**src/rtl/aes_inv_mixcolumns_wddl_seq_pkg.sv**
```systemverilog
// ============================================================================
// Package : aes_wddl_pkg
// Shared WDDL dual-rail AES types, constants and dual-rail GF(2^8) helpers.
// Revision: 1.0
// ============================================================================
`default_nettype none

package aes_wddl_pkg;

  typedef enum logic [1:0] {
    IDLE = 2'd0,
    PRE  = 2'd1,
    EVAL = 2'd2,
    DONE = 2'd3
  } state_e;

  localparam logic [7:0] AES_POLY = 8'h1B;
  localparam int         NUM_COLS = 4;
  localparam int         COL_W    = 32;
  localparam int         BYTE_W   = 8;
  localparam int         BLOCK_W  = 128;
  localparam logic [1:0] LAST_COL = 2'd3;

  typedef struct packed {
    logic [7:0] p;
    logic [7:0] n;
  } dr_byte_t;

  // WDDL XOR: both output rails are monotone in the input rails, so an
  // all-zero precharge on the inputs yields all-zero on the outputs.
  function automatic dr_byte_t dr_xor(dr_byte_t a, dr_byte_t b);
    dr_byte_t r;
    r.p = (a.p & b.n) | (a.n & b.p);
    r.n = (a.p & b.p) | (a.n & b.n);
    return r;
  endfunction

  // Dual-rail xtime: reduction bits XOR in a7, the rest are pure wiring.
  function automatic dr_byte_t dr_xtime(dr_byte_t a);
    dr_byte_t r;
    r.p[0] = a.p[7];
    r.n[0] = a.n[7];
    for (int i = 1; i < 8; i++) begin
      if (AES_POLY[i]) begin
        r.p[i] = (a.p[i-1] & a.n[7]) | (a.n[i-1] & a.p[7]);
        r.n[i] = (a.p[i-1] & a.p[7]) | (a.n[i-1] & a.n[7]);
      end else begin
        r.p[i] = a.p[i-1];
        r.n[i] = a.n[i-1];
      end
    end
    return r;
  endfunction

endpackage

`default_nettype wire

```
**src/rtl/aes_inv_mixcolumns_wddl_seq_if.sv**
```systemverilog
// ============================================================================
// Interface : aes_inv_mixcolumns_wddl_seq_if
// Dual-rail block input and result handshake bundle.
// Revision  : 1.0
// ============================================================================
`default_nettype none

interface aes_inv_mixcolumns_wddl_seq_if;
  logic         in_valid;
  logic         in_ready;
  logic [127:0] in_p;
  logic [127:0] in_n;
  logic         out_valid;
  logic         out_ready;
  logic [127:0] out_p;
  logic [127:0] out_n;

  modport master (
    output in_valid, in_p, in_n, out_ready,
    input  in_ready, out_valid, out_p, out_n
  );

  modport slave (
    input  in_valid, in_p, in_n, out_ready,
    output in_ready, out_valid, out_p, out_n
  );
endinterface

`default_nettype wire

```
**src/rtl/aes_inv_mixcol_col_wddl.sv**
```systemverilog
// ============================================================================
// Module  : aes_inv_mixcol_col_wddl
// Combinational dual-rail InvMixColumns of one column; zero in gives zero out.
// Revision: 1.0
// ============================================================================
`default_nettype none

module aes_inv_mixcol_col_wddl
  import aes_wddl_pkg::*;
(
  input  logic [31:0] a_p,
  input  logic [31:0] a_n,
  output logic [31:0] b_p,
  output logic [31:0] b_n
);

  dr_byte_t a  [4];
  dr_byte_t x2 [4];
  dr_byte_t x4 [4];
  dr_byte_t x8 [4];
  dr_byte_t m9 [4];
  dr_byte_t mb [4];
  dr_byte_t md [4];
  dr_byte_t me [4];
  dr_byte_t b  [4];

  for (genvar i = 0; i < NUM_COLS; i++) begin : g_byte
    assign a[i].p = a_p[31-8*i -: 8];
    assign a[i].n = a_n[31-8*i -: 8];
    assign x2[i]  = dr_xtime(a[i]);
    assign x4[i]  = dr_xtime(x2[i]);
    assign x8[i]  = dr_xtime(x4[i]);
    assign m9[i]  = dr_xor(x8[i], a[i]);
    assign mb[i]  = dr_xor(m9[i], x2[i]);
    assign md[i]  = dr_xor(m9[i], x4[i]);
    assign me[i]  = dr_xor(dr_xor(x8[i], x4[i]), x2[i]);
  end

  // Row r uses coefficients 0e,0b,0d,09 rotated right by r.
  for (genvar r = 0; r < NUM_COLS; r++) begin : g_row
    assign b[r] = dr_xor(dr_xor(me[r], mb[(r+1)%4]),
                         dr_xor(md[(r+2)%4], m9[(r+3)%4]));
    assign b_p[31-8*r -: 8] = b[r].p;
    assign b_n[31-8*r -: 8] = b[r].n;
  end

endmodule

`default_nettype wire

```
**src/rtl/aes_inv_mixcolumns_wddl_seq.sv**
```systemverilog
// ============================================================================
// Module  : aes_inv_mixcolumns_wddl_seq
// Iterative WDDL InvMixColumns, one column per evaluate with precharge between.
// Optional rail checker enabled by defining WDDL_RAIL_CHECK_EN.
// Revision: 1.0
// ============================================================================
`default_nettype none

module aes_inv_mixcolumns_wddl_seq
  import aes_wddl_pkg::*;
(
  input  logic                          clk,
  input  logic                          rst,
  aes_inv_mixcolumns_wddl_seq_if.slave  bus,
  output logic                          err
);

  state_e       state_q, state_d;
  logic [1:0]   col_q, col_d;
  logic [127:0] in_p_q, in_p_d, in_n_q, in_n_d;
  logic [127:0] res_p_q, res_p_d, res_n_q, res_n_d;
  logic [31:0]  col_in_p, col_in_n, col_out_p, col_out_n;

  // Operands stay at zero on both rails unless evaluating.
  always_comb begin
    col_in_p = '0;
    col_in_n = '0;
    if (state_q == EVAL) begin
      for (int c = 0; c < NUM_COLS; c++) begin
        if (col_q == c[1:0]) begin
          col_in_p = in_p_q[127-32*c -: 32];
          col_in_n = in_n_q[127-32*c -: 32];
        end
      end
    end
  end

  aes_inv_mixcol_col_wddl u_col (
    .a_p (col_in_p),
    .a_n (col_in_n),
    .b_p (col_out_p),
    .b_n (col_out_n)
  );

  always_comb begin
    state_d = state_q;
    col_d   = col_q;
    in_p_d  = in_p_q;
    in_n_d  = in_n_q;
    res_p_d = res_p_q;
    res_n_d = res_n_q;
    unique case (state_q)
      IDLE: begin
        if (bus.in_valid) begin
          in_p_d  = bus.in_p;
          in_n_d  = bus.in_n;
          col_d   = 2'd0;
          res_p_d = '0;
          res_n_d = '0;
          state_d = PRE;
        end
      end
      PRE: state_d = EVAL;
      EVAL: begin
        for (int c = 0; c < NUM_COLS; c++) begin
          if (col_q == c[1:0]) begin
            res_p_d[127-32*c -: 32] = col_out_p;
            res_n_d[127-32*c -: 32] = col_out_n;
          end
        end
        if (col_q == LAST_COL) begin
          state_d = DONE;
        end else begin
          col_d   = col_q + 2'd1;
          state_d = PRE;
        end
      end
      DONE: begin
        if (bus.out_ready) state_d = IDLE;
      end
      default: state_d = IDLE;
    endcase
  end

  always_ff @(posedge clk or posedge rst) begin
    if (rst) begin
      state_q <= IDLE;
      col_q   <= 2'd0;
      in_p_q  <= '0;
      in_n_q  <= '0;
      res_p_q <= '0;
      res_n_q <= '0;
    end else begin
      state_q <= state_d;
      col_q   <= col_d;
      in_p_q  <= in_p_d;
      in_n_q  <= in_n_d;
      res_p_q <= res_p_d;
      res_n_q <= res_n_d;
    end
  end

  assign bus.in_ready  = (state_q == IDLE);
  assign bus.out_valid = (state_q == DONE);
  assign bus.out_p     = res_p_q;
  assign bus.out_n     = res_n_q;

`ifdef WDDL_RAIL_CHECK_EN
  logic err_q, err_d;

  always_comb begin
    err_d = err_q;
    if ((state_q == IDLE) && bus.in_valid && ((bus.in_p ^ bus.in_n) != '1)) err_d = 1'b1;
    if ((state_q == EVAL) && ((col_out_p ^ col_out_n) != '1)) err_d = 1'b1;
  end

  always_ff @(posedge clk or posedge rst) begin
    if (rst) err_q <= 1'b0;
    else     err_q <= err_d;
  end

  assign err = err_q;
`else
  assign err = 1'b0;
`endif

endmodule

`default_nettype wire

```
**src/flat_wrapper.sv**
```systemverilog
// flat-port wrapper written by rule: the top's interface ports become plain ports
module aes_inv_mixcolumns_wddl_seq_flat import aes_wddl_pkg::*;
  (clk, rst, err, bus_in_valid, bus_in_p, bus_in_n, bus_out_ready, bus_in_ready, bus_out_valid, bus_out_p, bus_out_n);
  aes_inv_mixcolumns_wddl_seq_if bus_i ();
  input  logic clk;
  input  logic rst;
  output logic err;
  input wire logic [$bits(bus_i.in_valid)-1:0] bus_in_valid;
  input wire logic [$bits(bus_i.in_p)-1:0] bus_in_p;
  input wire logic [$bits(bus_i.in_n)-1:0] bus_in_n;
  input wire logic [$bits(bus_i.out_ready)-1:0] bus_out_ready;
  output wire logic [$bits(bus_i.in_ready)-1:0] bus_in_ready;
  output wire logic [$bits(bus_i.out_valid)-1:0] bus_out_valid;
  output wire logic [$bits(bus_i.out_p)-1:0] bus_out_p;
  output wire logic [$bits(bus_i.out_n)-1:0] bus_out_n;
  assign bus_i.in_valid = bus_in_valid;
  assign bus_i.in_p = bus_in_p;
  assign bus_i.in_n = bus_in_n;
  assign bus_i.out_ready = bus_out_ready;
  assign bus_in_ready = bus_i.in_ready;
  assign bus_out_valid = bus_i.out_valid;
  assign bus_out_p = bus_i.out_p;
  assign bus_out_n = bus_i.out_n;
  aes_inv_mixcolumns_wddl_seq u_core (.clk(clk), .rst(rst), .bus(bus_i), .err(err));
endmodule
```
**config.mk**
```make
export PLATFORM = sky130hd
export DESIGN_NAME = aes_inv_mixcolumns_wddl_seq_flat
export DESIGN_NICKNAME = d
export VERILOG_FILES = /design/src/rtl/aes_inv_mixcolumns_wddl_seq_pkg.sv /design/src/rtl/aes_inv_mixcolumns_wddl_seq_if.sv /design/src/rtl/aes_inv_mixcol_col_wddl.sv /design/src/rtl/aes_inv_mixcolumns_wddl_seq.sv /design/src/flat_wrapper.sv
export SDC_FILE = /design/constraint.sdc
export NUM_CORES = 1
export LEC_CHECK = 0
export BUFFER_PORTS_ARGS = -buffer_cell sky130_fd_sc_hd__buf_2
export CAP_MARGIN = 10
export CORE_UTILIZATION = 31
export CTS_CLUSTER_SIZE = 20
export DETAILED_ROUTE_END_ITERATION = 10
export HOLD_SLACK_MARGIN = 0.12
export PLACE_DENSITY = 0.63
export SYNTH_ARGS = -nofsm -noshare
export SYNTH_HDL_FRONTEND = slang
export SYNTH_SLANG_ARGS = --single-unit
```
**constraint.sdc**
```tcl
create_clock -name clk -period 17.1 [get_ports clk]
set_input_delay 3.42 -clock clk [delete_from_list [all_inputs] [get_ports clk]]
set_output_delay 3.42 -clock clk [all_outputs]
set_load 0.03 [all_outputs]
```
==> key figures <==
CTS
  – Worst skew pair latency: 650 ps
  – Root buf cell: clkbuf_16
  – Setup bufs post-CTS: 0
  – H-tree Lvls: 2
  – # clock sinks: 516
  – Clk slew on worst S/H paths: 60 ps
  – TritonCTS Buffers: 56
  – Post-CTS Resized: 0
  – Hold Buf Count CTS: 0
  – CTS tree: done
  – Worst-case clock buffer depth: 3

STA
  – Unrepaired setup endpoints after global routing: false
  – Fin crit period: 6270 ps
  – Hold_ws: 496 ps
  – Final period utilization: 0.367
  – # setup viols final: 0
  – Final Hold Vio Count: 0
  – Setup tns final: 0 ps
  – Slew @ Worst Pin: 1250 ps
  – Fin. max-slew vios: 0
  – Max_slew headroom: 0.167
  – Max Freq: 159 MHz
  – Worst clock skew: 46.8 ps

Pwr
  – Pwr Density: 156 nW/um^2
  – Max VDD drop: 0.0915 mV
  – Gate power share: 0.394
  – Internal power: 3.04 mW
  – Sequential share of power: 0.355
  – Switching share of power: 0.394
  – Switch Pwr: 1.97 mW
  – Design Power: 5.01 mW
  – Static Leak: 13.6 nW
  – Clk network pwr share: 0.251

Critical path
  – Critical Path Start Type: flop
  – Worst Setup Path Type: flop to flop
  – Worst path required time: 17,610 ps
  – Worst Path Arrival: 6780 ps
  – Critical path fanouts, max: 57
  – CP endpoint kind: flop

Global route
  – Overflow left after global routing: 0
  – Initial antenna violation count: 16
  – Vias in the first global route: 21,177
  – Largest net degree at the start of global routing: 181
  – Tot GR Track Use: 0.222
  – First-pass GRT wire length: 144,000 um

Detailed routing
  – Post-route antenna net violation count: 0
  – Initial drt markers: 2,313
  – DR DRC count: 2
  – First-pass iteration count of the detailed router: 11
  – Vias: 22,458
  – Routed length per instance: 25.3 um
  – Post-DR vias/cell: 5.69
  – Detailed Route WL: 99,800 um

Synthesis
  – Post-synthesis sequential area ratio: 0.485
  – Synthesis-stage register bit count: 516
  – Post-synthesis instance area: 26,600 sq um
  – Predominant post-synthesis flop cell: dfrtp_1
  – Post-synth EDFFs: 0
  – Most instantiated cells after synthesis: dfrtp_1, mux2_2, o22ai_1
  – Area leader, netlist: dfrtp_1
  – Gate Count Post-Synth: 2,308
  – Post-synth ARST share: 1.00
  – Cell with the most instances after synthesis: dfrtp_1
  – Distinct cell type count after synthesis: 60
  – Avg Cell Area, Syn: 11.5 sq um
  – Synthesis Warnings: 0
  – Largest cells by area after synthesis: dfrtp_1, mux2_2, o22ai_1
  – Top-area cell type share of the netlist area: 0.485
  – Synth Net Count: 2,572

Place
  – Port Buffers: 517
  – GP Congestion: 0.998
  – Inst Count DP: 3,831
  – Dpl hpwl: 73,100 um
  – Area post-placement: 30,200 sq um

Floorplanning
  – Die W: 295 um
  – Row count: 107
  – Die height: 295 um
  – Core area: 85,000 sq um
  – I/O Pins: 519
  – Initial Util: 0.313
  – Full die area: 87,000 sq um

Finish
  – Share of layout cells above drive strength 1: 0.422
  – Finished Layout Cells: 3,950
  – Design Area, Final: 32,200 sq um
  – P&R area growth vs syn: 21.0%
  – Fin nets: 3,009

Worst hold path
  – HP Class: flop to flop

Status
  – Status: complete, but fails checks
  – Failing checks: design-rule violations

Flow run
  – MaxCap Viol Count: 0
stage by stage:
| step | utilization | setup slack [ps] |
|---|---|---|
| after floorplan | - | 6670 |
| after global routing | 0.379 | 10660 |
| final | 0.379 | 10830 |
| after detailed placement | 0.356 | 10480 |
| after CTS | 0.378 | 11050 |
| after global placement | 0.356 | 10510 |
worst max-delay path, cell delays in order, from the launching register on:
cell	delay, ps
dfrtp_1	460
inv_1	120
ha_2	670
inv_2	40
buf_4	380
o211a_2	390
a32oi_2	860
o22ai_1	550
a22oi_2	640
o22ai_1	380
a22oi_1	390
o22ai_1	170
a22oi_1	340
o22ai_1	320
mux2_2	380
routing by layer:
metal  routed length [um]  vias to the layer above  global-route usage
met2                48100                     1042               0.365
met5                    0                        -                   0
met1                39200                    11230               0.282
li1                     -                     9993                   -
met4                 4920                        0               0.108
met3                 7680                      193              0.0391
power groups by stage:
stage	Sequential, mW	Combinational (mW)	Clock [mW]
after global placement	1.78	1.92	0
after CTS	1.77	1.96	1.29
final	1.78	1.97	1.26
after detailed placement	1.79	1.95	0
after floorplan	1.78	1.36	0
after global routing	1.82	2.09	1.34
placed cells by master, fill, tap and decap left out, drive strengths merged, types with 5 or more instances in the layout:
master and n:
a21o 8, nor2 71, o211ai 6, a31oi 17, clkinv 15, a22o 49, o31a 10, a31o 6
diode 17, a311o 6, nor2b 10, clkinvlp 6, o21ai 48, o31ai 11, a221oi 32, buf 554
a22oi 212, clkbuf 73, and2 15, o21a 5, nand2 84, nand3b 18, o22a 42, nand3 21
nor3 9, a21oi 63, a32oi 6, inv 37, mux2 485, a32o 7, dfrtp 516, bufinv 6
o211a 11, a221o 6, o22ai 292
layout make-up:
type	count	area [sq um]
inverter	35	135
tap	1144	1430
multi-input combinational	1582	12900
clock buffer	73	1530
clock inverter	29	388
fill	8335	52800
timing repair buffer	554	2900
antenna	17	42.5
sequential	516	12900
logic make-up after synthesis:
family | count (synthesis) | synth area share
compound gates | 854 | 0.232
flops | 516 | 0.485
mux | 485 | 0.205
simple gates | 238 | 0.0413
buf+inv | 210 | 0.0342
fa+ha+maj | 4 | 0.00188
other cells | 1 | 0.000141
worst paths after layout:
path	start	end	slack, ps	cells after the start
max	u_core.col_q[0]	u_core.bus.out_n[59]	10830	14
min	u_core.bus.out_n[59]	u_core.bus.out_n[59]	500	1
max reg2reg	u_core.col_q[0]	u_core.bus.out_n[59]	10830	14
min reg2reg	u_core.bus.out_n[59]	u_core.bus.out_n[59]	500	1
max in group asynchronous	rst	u_core.bus.out_p[54]	11880	4
min in group asynchronous	rst	u_core.in_n_q[67]	2870	2
state kept, by name, summed over array words and instances (netlist names):
name and cells:
u_core.col_q 2, u_core.in_p_q 128, u_core.bus.out_p 128, u_core.in_n_q 128
u_core.bus.out_n 128, u_core.state_q 2
Note: power is estimated with default switching activity, not from simulation.
